<file path="src/rtl/hazard_scoreboard_if.sv">
// Fetch/decode hazard-unit bus: candidate instruction and its register
// usage from fetch, issue decision and forwarding selects back.
interface hazard_scoreboard_if #(
  parameter int NUM_REGS = 8,
  parameter int DEPTH    = 3
) ();

  localparam int REG_W = $clog2(NUM_REGS);
  localparam int FWD_W = $clog2(DEPTH + 1);

  logic [15:0]      instr;
  logic             instr_valid;
  logic             src_a_vld;
  logic             src_b_vld;
  logic [REG_W-1:0] src_a;
  logic [REG_W-1:0] src_b;
  logic             reg_write;
  logic [REG_W-1:0] dest_reg;
  logic             is_load;
  logic             br_or_j;

  logic [15:0]      next_instr;
  logic             stall;
  logic [FWD_W-1:0] fwd_a;
  logic [FWD_W-1:0] fwd_b;
  logic [15:0]      stall_count;

  modport master (
    output instr, instr_valid, src_a_vld, src_b_vld, src_a, src_b,
           reg_write, dest_reg, is_load, br_or_j,
    input  next_instr, stall, fwd_a, fwd_b, stall_count
  );

  modport slave (
    input  instr, instr_valid, src_a_vld, src_b_vld, src_a, src_b,
           reg_write, dest_reg, is_load, br_or_j,
    output next_instr, stall, fwd_a, fwd_b, stall_count
  );

endinterface

</file>
<file path="src/rtl/hazard_scoreboard.sv">
// Registered scoreboard of in-flight register writes between fetch and
// decode: RAW stall or forwarding selects, branch-shadow NOP insertion.
module hazard_scoreboard #(
  parameter int NUM_REGS  = 8,
  parameter int DEPTH     = 3,
  parameter int FWD_EN    = 0,
  parameter int BR_SHADOW = 3
) (
  input logic                clk,
  input logic                rst_n,
  hazard_scoreboard_if.slave bus
);

  localparam int REG_W = $clog2(NUM_REGS);
  localparam int FWD_W = $clog2(DEPTH + 1);
  localparam int SH_W  = $clog2(BR_SHADOW + 1);

  localparam logic [15:0] NOP_INSTR = 16'h0800;

  typedef struct packed {
    logic             vld;
    logic [REG_W-1:0] dest;
    logic             load;
  } slot_t;

  typedef enum logic {
    RUN,
    SHADOW
  } state_t;

  slot_t            slot_q [DEPTH];
  slot_t            new_slot;
  state_t           state_q, state_d;
  logic [SH_W-1:0]  shadow_cnt_q, shadow_cnt_d;
  logic [15:0]      stall_cnt_q;

  logic [DEPTH-1:0] hit_a, hit_b;
  logic [FWD_W-1:0] young_a, young_b;
  logic             data_stall;
  logic             stall;
  logic             issue;

  // ---------------------------------------------------------------------
  // Source/slot comparison
  // ---------------------------------------------------------------------
  // NOTE: every signal written in always_comb gets a default first, so no
  // path can leave it unassigned and infer a latch.
  always_comb begin
    hit_a = '0;
    hit_b = '0;
    for (int k = 0; k < DEPTH; k++) begin
      hit_a[k] = bus.src_a_vld & slot_q[k].vld & (slot_q[k].dest == bus.src_a);
      hit_b[k] = bus.src_b_vld & slot_q[k].vld & (slot_q[k].dest == bus.src_b);
    end
  end

  // Walk oldest to youngest so the lowest hitting slot wins.
  always_comb begin
    young_a = '0;
    young_b = '0;
    for (int k = DEPTH - 1; k >= 0; k--) begin
      if (hit_a[k]) young_a = FWD_W'(k + 1);
      if (hit_b[k]) young_b = FWD_W'(k + 1);
    end
  end

  always_comb begin
    data_stall = 1'b0;
    if (FWD_EN != 0) begin
      // Only a load one cycle ahead cannot be bypassed.
      data_stall = (hit_a[0] | hit_b[0]) & slot_q[0].load;
    end else begin
      data_stall = |{hit_a, hit_b};
    end
  end

  // Gating with rst_n keeps the outputs quiet while reset is held.
  assign stall = rst_n & bus.instr_valid & (data_stall | (state_q == SHADOW));
  assign issue = rst_n & bus.instr_valid & ~stall;

  assign bus.stall       = stall;
  assign bus.next_instr  = issue ? bus.instr : NOP_INSTR;
  assign bus.fwd_a       = ((FWD_EN != 0) && !stall) ? young_a : '0;
  assign bus.fwd_b       = ((FWD_EN != 0) && !stall) ? young_b : '0;
  assign bus.stall_count = stall_cnt_q;

  // ---------------------------------------------------------------------
  // Scoreboard shift register
  // ---------------------------------------------------------------------
  always_comb begin
    new_slot = '0;
    if (issue) begin
      new_slot.vld  = bus.reg_write;
      new_slot.dest = bus.dest_reg;
      new_slot.load = bus.is_load;
    end
  end

  // NOTE: the slot array is reset, unlike a data RAM: a stale vld bit after
  // reset would raise a false hazard on the first instructions.
  always_ff @(posedge clk or negedge rst_n) begin
    if (!rst_n) begin
      for (int k = 0; k < DEPTH; k++) slot_q[k] <= '0;
    end else begin
      // NOTE: non-blocking assignments make every slot read its neighbour's
      // pre-edge value, so the shift order in this loop does not matter.
      slot_q[0] <= new_slot;
      for (int k = 1; k < DEPTH; k++) slot_q[k] <= slot_q[k-1];
    end
  end

  // ---------------------------------------------------------------------
  // Control-shadow FSM
  // ---------------------------------------------------------------------
  always_comb begin
    state_d      = state_q;
    shadow_cnt_d = shadow_cnt_q;
    unique case (state_q)
      RUN: begin
        if (issue && bus.br_or_j) begin
          state_d      = SHADOW;
          shadow_cnt_d = SH_W'(BR_SHADOW);
        end
      end
      SHADOW: begin
        shadow_cnt_d = shadow_cnt_q - SH_W'(1);
        if (shadow_cnt_q == SH_W'(1)) state_d = RUN;
      end
      default: begin
        state_d      = RUN;
        shadow_cnt_d = '0;
      end
    endcase
  end

  always_ff @(posedge clk or negedge rst_n) begin
    if (!rst_n) begin
      state_q      <= RUN;
      shadow_cnt_q <= '0;
    end else begin
      state_q      <= state_d;
      shadow_cnt_q <= shadow_cnt_d;
    end
  end

  // ---------------------------------------------------------------------
  // Saturating stall-cycle counter
  // ---------------------------------------------------------------------
  always_ff @(posedge clk or negedge rst_n) begin
    if (!rst_n) begin
      stall_cnt_q <= '0;
    end else if (stall && (stall_cnt_q != 16'hFFFF)) begin
      stall_cnt_q <= stall_cnt_q + 16'd1;
    end
  end

endmodule
</file>
<file path="src/flat_wrapper.sv">
// flat-port wrapper written by rule: the top's interface ports become plain ports
module hazard_scoreboard_flat 
#(
  parameter int NUM_REGS  = 8,
  parameter int DEPTH     = 3,
  parameter int FWD_EN    = 0,
  parameter int BR_SHADOW = 3
)
  (clk, rst_n, bus_instr, bus_instr_valid, bus_src_a_vld, bus_src_b_vld, bus_src_a, bus_src_b, bus_reg_write, bus_dest_reg, bus_is_load, bus_br_or_j, bus_next_instr, bus_stall, bus_fwd_a, bus_fwd_b, bus_stall_count);
  hazard_scoreboard_if #(.NUM_REGS(NUM_REGS), .DEPTH(DEPTH)) bus_i ();
  input logic clk;
  input logic rst_n;
  input wire logic [$bits(bus_i.instr)-1:0] bus_instr;
  input wire logic [$bits(bus_i.instr_valid)-1:0] bus_instr_valid;
  input wire logic [$bits(bus_i.src_a_vld)-1:0] bus_src_a_vld;
  input wire logic [$bits(bus_i.src_b_vld)-1:0] bus_src_b_vld;
  input wire logic [$bits(bus_i.src_a)-1:0] bus_src_a;
  input wire logic [$bits(bus_i.src_b)-1:0] bus_src_b;
  input wire logic [$bits(bus_i.reg_write)-1:0] bus_reg_write;
  input wire logic [$bits(bus_i.dest_reg)-1:0] bus_dest_reg;
  input wire logic [$bits(bus_i.is_load)-1:0] bus_is_load;
  input wire logic [$bits(bus_i.br_or_j)-1:0] bus_br_or_j;
  output wire logic [$bits(bus_i.next_instr)-1:0] bus_next_instr;
  output wire logic [$bits(bus_i.stall)-1:0] bus_stall;
  output wire logic [$bits(bus_i.fwd_a)-1:0] bus_fwd_a;
  output wire logic [$bits(bus_i.fwd_b)-1:0] bus_fwd_b;
  output wire logic [$bits(bus_i.stall_count)-1:0] bus_stall_count;
  assign bus_i.instr = bus_instr;
  assign bus_i.instr_valid = bus_instr_valid;
  assign bus_i.src_a_vld = bus_src_a_vld;
  assign bus_i.src_b_vld = bus_src_b_vld;
  assign bus_i.src_a = bus_src_a;
  assign bus_i.src_b = bus_src_b;
  assign bus_i.reg_write = bus_reg_write;
  assign bus_i.dest_reg = bus_dest_reg;
  assign bus_i.is_load = bus_is_load;
  assign bus_i.br_or_j = bus_br_or_j;
  assign bus_next_instr = bus_i.next_instr;
  assign bus_stall = bus_i.stall;
  assign bus_fwd_a = bus_i.fwd_a;
  assign bus_fwd_b = bus_i.fwd_b;
  assign bus_stall_count = bus_i.stall_count;
  hazard_scoreboard #(.NUM_REGS(NUM_REGS), .DEPTH(DEPTH), .FWD_EN(FWD_EN), .BR_SHADOW(BR_SHADOW)) u_core (.clk(clk), .rst_n(rst_n), .bus(bus_i));
endmodule
</file>
<file path="config.mk">
export PLATFORM = sky130hd
export DESIGN_NAME = hazard_scoreboard_flat
export DESIGN_NICKNAME = d
export VERILOG_FILES = /design/src/rtl/hazard_scoreboard_if.sv /design/src/rtl/hazard_scoreboard.sv /design/src/flat_wrapper.sv
export SDC_FILE = /design/constraint.sdc
export NUM_CORES = 1
export LEC_CHECK = 0
export ABC_CLOCK_PERIOD_IN_PS = 2600
export CAP_MARGIN = 10
export CORE_ASPECT_RATIO = 0.75
export CORE_MARGIN = 5
export CORE_UTILIZATION = 44
export CTS_BUF_LIST = sky130_fd_sc_hd__clkbuf_4 sky130_fd_sc_hd__clkbuf_8
export DETAILED_ROUTE_END_ITERATION = 12
export PLACE_DENSITY = 0.89
export SLEW_MARGIN = 30
export SYNTH_ARGS = -nofsm -noshare
export SYNTH_HDL_FRONTEND = slang
export SYNTH_SLANG_ARGS = --single-unit
export TNS_END_PERCENT = 20
</file>
<file path="constraint.sdc">
create_clock -name clk -period 2.6 [get_ports clk]
set_clock_uncertainty 0.15 [all_clocks]
set_input_delay 0.26 -clock clk [delete_from_list [all_inputs] [get_ports clk]]
set_output_delay 0.26 -clock clk [all_outputs]
set_load 0.005 [all_outputs]
</file>
### Word-level counts from Yosys, hierarchy flattened

Index checks and enable logic that the tools add are counted.

* reductions and logical operators: 3
* bitwise operators: 18
* order comparisons: 0
* $mul: 0
* eq/ne operators: 9
* mux-type cells: 7
* shifts and indexed selects: 0
* add/sub/neg operators: 2
* div/mod/pow operators: 0

Operators with widths (number)
* $eq 3x3->1: 6
* $add 16x1->16 const B: 1
* $mux 16: 1
* $ne 16x16->1 const B: 1
* $and 1x1->1: 15
* $reduce_or 6->1: 1
* $mux 5: 1
* $pmux 2 s2: 1
* $eq 2x1->1 const B: 1
* $logic_and 1x1->1: 2
* $mux 1: 2
* $mux 2: 1
* $ne 2x1->1 const B: 1
* $not 1->1: 2
* $pmux 1 s2: 1
* $sub 2x1->2 const B: 1
* $or 1x1->1: 1

* word-level logic and storage cells: 48
* bits in writable memories: 0
* flip-flop bits (word level): 31
* memories kept: 0
* memory bits (read-only): 0
* bits of input ports: 33
* output and inout port bits: 37
* latch bits: 0

### Depth between registers and ports, before layout

* depth in word-level cells: 10
* depth in mapped cells: 7
* mapped depth without buffers: 7

### Worst setup path before layout

Ideal clock, no wire load.

* path type: reg2reg
* start point: register u_core.stall_cnt_q[0] (netlist: u_core.bus.stall_count[0])
* end point: register u_core.stall_cnt_q[6] (netlist: u_core.bus.stall_count[6])
* path buffers: 1
* arrival: 1779 ps
* setup slack: 533 ps
* setup time: 138 ps
* clock period less this slack: 2067 ps
* stages on the path, launching flop included: 8
* data required time: 2312 ps
* cells stage by stage: dfrtp_1 -> ha_1 -> nand3_1 -> or2_2 -> nor3_1 -> buf_2 -> nor4_1 -> xor2_1

* longest elaborated chain between the ends: 2
* elaborated cells between the ends (all ways): 3
* classes of those cells: 1 x add/sub; 1 x eq/ne; 1 x reduce/logical

Ends and longest elaborated chain
* from (decl): RTL line hazard_scoreboard.sv:35 `logic [15:0] stall_cnt_q;`
* from (signal assigned): RTL line hazard_scoreboard.sv:153 `stall_cnt_q <= stall_cnt_q + 16'd1;`
* branches (longest 2 deep; another with $add 16x1->16)

Parallel ways; which one is timed is not known.
A chain may end at the register's enable or synchronous reset.

### Worst setup path in the final report

* start point: register u_core.slot_q[11] (netlist bit)
* end point: output port bus_next_instr[10]

* longest elaborated chain between the ends: 8
* elaborated cells between the ends (all ways): 10
* classes of those cells: 2 x eq/ne; 1 x mux; 6 x bitwise; 1 x reduce/logical

Ends and longest elaborated chain
* from (decl): RTL line hazard_scoreboard.sv:31 `slot_t slot_q [DEPTH];`
* $eq 3x3->1 (on tied branches): RTL line hazard_scoreboard.sv:53, hazard_scoreboard.sv:52
* $and 1x1->1 (on tied branches): RTL line hazard_scoreboard.sv:53, hazard_scoreboard.sv:52
* $reduce_or 6->1 (*): RTL line hazard_scoreboard.sv:73 `data_stall = |{hit_a, hit_b};`
* $or 1x1->1 (*): RTL line hazard_scoreboard.sv:78 `assign stall = rst_n & bus.instr_valid & (data_stall | (state_q == SHADOW));`
* $and 1x1->1 (*): RTL line hazard_scoreboard.sv:78
* $not 1->1 (*): RTL line hazard_scoreboard.sv:79 `assign issue = rst_n & bus.instr_valid & ~stall;`
* $and 1x1->1 (*): RTL line hazard_scoreboard.sv:79
* $mux 16 (*): RTL line hazard_scoreboard.sv:82 `assign bus.next_instr = issue ? bus.instr : NOP_INSTR;`
* to (decl): RTL line flat_wrapper.sv:23 `output wire logic [$bits(bus_i.next_instr)-1:0] bus_next_instr;`

Every way passes the cells marked *; elsewhere a longest branch is shown, timed or not.

==> flow_summary.toml <==
[synth]
synth_top_family_by_area = "simple AND/OR/NAND/NOR gates"
syn_avg_cell_area_um2 = 10.5
synthMuxAreaShare_pct = 2.69
yosysSeqAreaShare_pct = 46.4
synth_area_mm2 = 0.00167
ys_ff_latch = 31
synthXorXnorAreaFrac_pct = 16.2
synth_compound_area_share_pct = 3.59
ys_warn_count = 0
ys_types = 34
yosys.area_share.simple_pct = 25.1
synthAdderAreaFrac_pct = 1.50
syn_inst = 159

[placed_design]
hpwl_mm = 3.40
pre_cts_slack_ns = -0.466
portBuffers = 64
placed_cells = 285
gp_congestion = 0.853

[floorplan]
dieArea_mm2 = 0.00515
io-pin-count = 70
rows = 19
core-area_mm2 = 0.00366
initial_core_util_pct = 45.7
die_w_um = 81.2
die_h_um = 63.4

[cells_and_area]
nFillCells = 302
areaGrowthSynthToFinish_pct = 58.1
fin_cells = 307
nets = 289
multiInputGateArea_um2 = 860
post-route-util_pct = 72.2
diodes = 0
regArea_um2 = 776
drive_gt1_share_pct = 27.8

[sta]
setup_violations = 9
fin_tns_setup_ns = -0.322
finalCriticalPeriod_ns = 2.67
slew_viol_final = 0
max_freq_ghz = 0.374
hold_violations = 0
post-route-period-util_pct = 103
whs_ns = 0.255
setup_ws_ns = -0.0742
rsz0062_at_grt = "true"

[drt]
first_pass_iters = 4
wire_per_inst_um = 14.9
num_vias = 1459
drtIter0Drc = 65
wl_mm = 4.59
antenna_left = 0
via_per_inst = 4.75
drc = 0

[global_route]
grt_pass1_wl_mm = 7.41
grt-ovfl-total = 0
grt_max_degree = 32
grt_pass1_vias = 1554
grt_usage_pct = 18.8
antenna_found_initial = 0

[min_path]
hp-start = "u_core.slot_q[14]"
hp-class = "reg2reg"
min_to = "u_core.slot_q[9]"
hold_depth = 0

[clocking]
cts_tree = "yes"
numCtsBuffers = 5
clkSinkCount = 31
cts_root_buf = "clkbuf_8"
cts_htree_levels = 2
clk_pin_slew_ns = 0.06
cts_max_path_buffers = 2
hold_buffers = 0
clk_latency_ns = 0.28

[worst_setup_path]
r2r-start = "u_core.slot_q[6]"
worstPathArrival_ns = 2.26
cpMostUsedCell = "buf_6"
cpPeakStageDelay_ns = 0.54
crit_required_ns = 2.19
end_kind = "output pin"
critical_path.top_delay_family = "simple AND/OR/NAND/NOR gates"
path_class = "reg2out"
slowest_stage = "or4_4"
crit_chain = "xor2_1, nor4_1, or4_4, nor3_4, buf_6, buf_6, buf_6, and2_4, buf_6"
crit_buf_inv = 4
reg2reg_depth = 10
crit_fanout = 4
reg2reg_to = "u_core.bus.stall_count[10]"
start_kind = "register"
r2r_slack_ns = 0.12

[power_and_ir_drop]
p_leak_nw = 1.27
vdd_drop_max_mv = 0.493
p_per_area_mw_per_mm2 = 636

[job]
max_cap_violations = 0

[outcome]
status = "complete, but fails checks"
violations = "setup timing"
-- worst register-to-register path: stages (launching register included) --
cell and delay (ns):
dfrtp_1 0.39, buf_4 0.15, xnor2_1 0.21, nand4_1 0.14
a21boi_2 0.25, buf_4 0.17, o21bai_4 0.08, buf_4 0.18
buf_4 0.15, nor4_1 0.33, xor2_1 0.20
-- layer usage --
| layer | track usage (%) | share of wire (%) |
|---|---|---|
| met5 | 0 | 0 |
| met4 | 3.80 | 0.22 |
| met3 | 8.12 | 9.6 |
| met2 | 30.7 | 47 |
| met1 | 23.1 | 43 |
-- cells in the final DEF (no fill, tap or decap), drive strengths merged, types with 6 or more instances in the layout --
cell,n
and2,20
buf,44
clkbuf,7
clkdlybuf4s50,41
dfrtp,31
dlygate4sd2,7
nand2,13
nand3,7
nor3,10
nor4,7
xnor2,6
xor2,25
-- worst max-delay path by stage --
stage                               from                   endpoint  slack, ns  cells after the start
2_1_floorplan  u_core.bus.stall_count[0]  u_core.bus.stall_count[6]       0.53                      7
3_3_place_gp                bus_src_b[2]         bus_next_instr[10]      -0.41                      8
3_5_place_dp                bus_src_b[2]          bus_next_instr[4]      -0.47                      8
4_1_cts                u_core.slot_q[11]         bus_next_instr[15]      -0.17                      9
5_1_grt                 u_core.slot_q[8]         bus_next_instr[10]      -0.16                      9
6_report               u_core.slot_q[11]         bus_next_instr[10]      -0.07                      9
-- Yosys cell counts --
cell type,number,area [um2]
a21boi_1,1,7.51
a21oi_1,1,5.00
a2bb2oi_2,1,15.0
and2_1,20,125
and4_1,2,17.5
buf_2,3,15.0
buf_4,4,30.0
buf_6,1,11.3
conb_1,1,3.75
dfrtp_1,31,776
ha_1,2,25.0
inv_1,3,11.3
inv_2,1,3.75
mux2_4,3,45.0
nand2_1,12,45.0
nand2_2,1,6.26
nand2b_1,3,18.8
nand3_1,7,35.0
nand4_1,3,18.8
nor2_1,3,11.3
nor2_2,1,6.26
nor2b_1,1,6.26
nor3_1,9,45.0
nor3_2,1,10.0
nor3b_1,1,7.51
nor4_1,6,37.5
nor4_2,1,12.5
o21ai_1,1,5.00
o21bai_4,1,18.8
o41ai_1,1,8.76
or2_2,1,6.26
or4_4,1,11.3
xnor2_1,6,52.6
xor2_1,25,219
-- what timing repair did --
| item | 4_1_cts | 5_1_grt |
|---|---|---|
| gates cloned | 2 | 0 |
| pin swaps | 11 | 3 |
| gates resized for setup | 83 | 6 |
| buffers inserted | 8 | 5 |
| endpoints found under the setup margin | 17 | 17 |
-- logic make-up after synthesis --
logic type | count (synthesis)
buf+inv | 12
fa+ha+maj | 2
mux | 3
simple gates | 73
other cells | 1
flops | 31
xor+xnor | 31
compound gates | 6
-- layout make-up --
type | instances | share of cell area (%)
clock buffer | 6 | 3.12
clock inverter | 2 | 1.32
inverter | 4 | 0.568
multi-input combinational | 119 | 32.5
sequential | 31 | 29.3
tap | 52 | 2.46
timing repair buffer | 93 | 30.7
-- power by group --
| group | internal (mW) | switching (mW) | total, mW | leakage, nW |
|---|---|---|---|---|
| Sequential | 0.563 | 0.0954 | 0.659 | 0.403 |
| Clock | 0.310 | 0.177 | 0.487 | 0.0612 |
| Combinational | 0.336 | 0.202 | 0.538 | 0.803 |
| Total | 1.21 | 0.474 | 1.68 | 1.27 |
-- flip-flops by register name, summed over array words and instances, names as in the netlist --
name,flops
u_core.bus.stall_count,16
u_core.slot_q,12
u_core.shadow_cnt_q,2
u_core.state_q,1
-- per-stage QoR --
| stage | cell area [um2] | power [mW] |
|---|---|---|
| finish | 2650 | 1.68 |
| global route | 2650 | 1.78 |
| CTS | 2610 | 1.69 |
| detailed placement | 2450 | 1.16 |
| global placement | 2450 | 1.14 |
| floorplan | 1680 | 0.876 |
(Power assumes the default switching activity.)
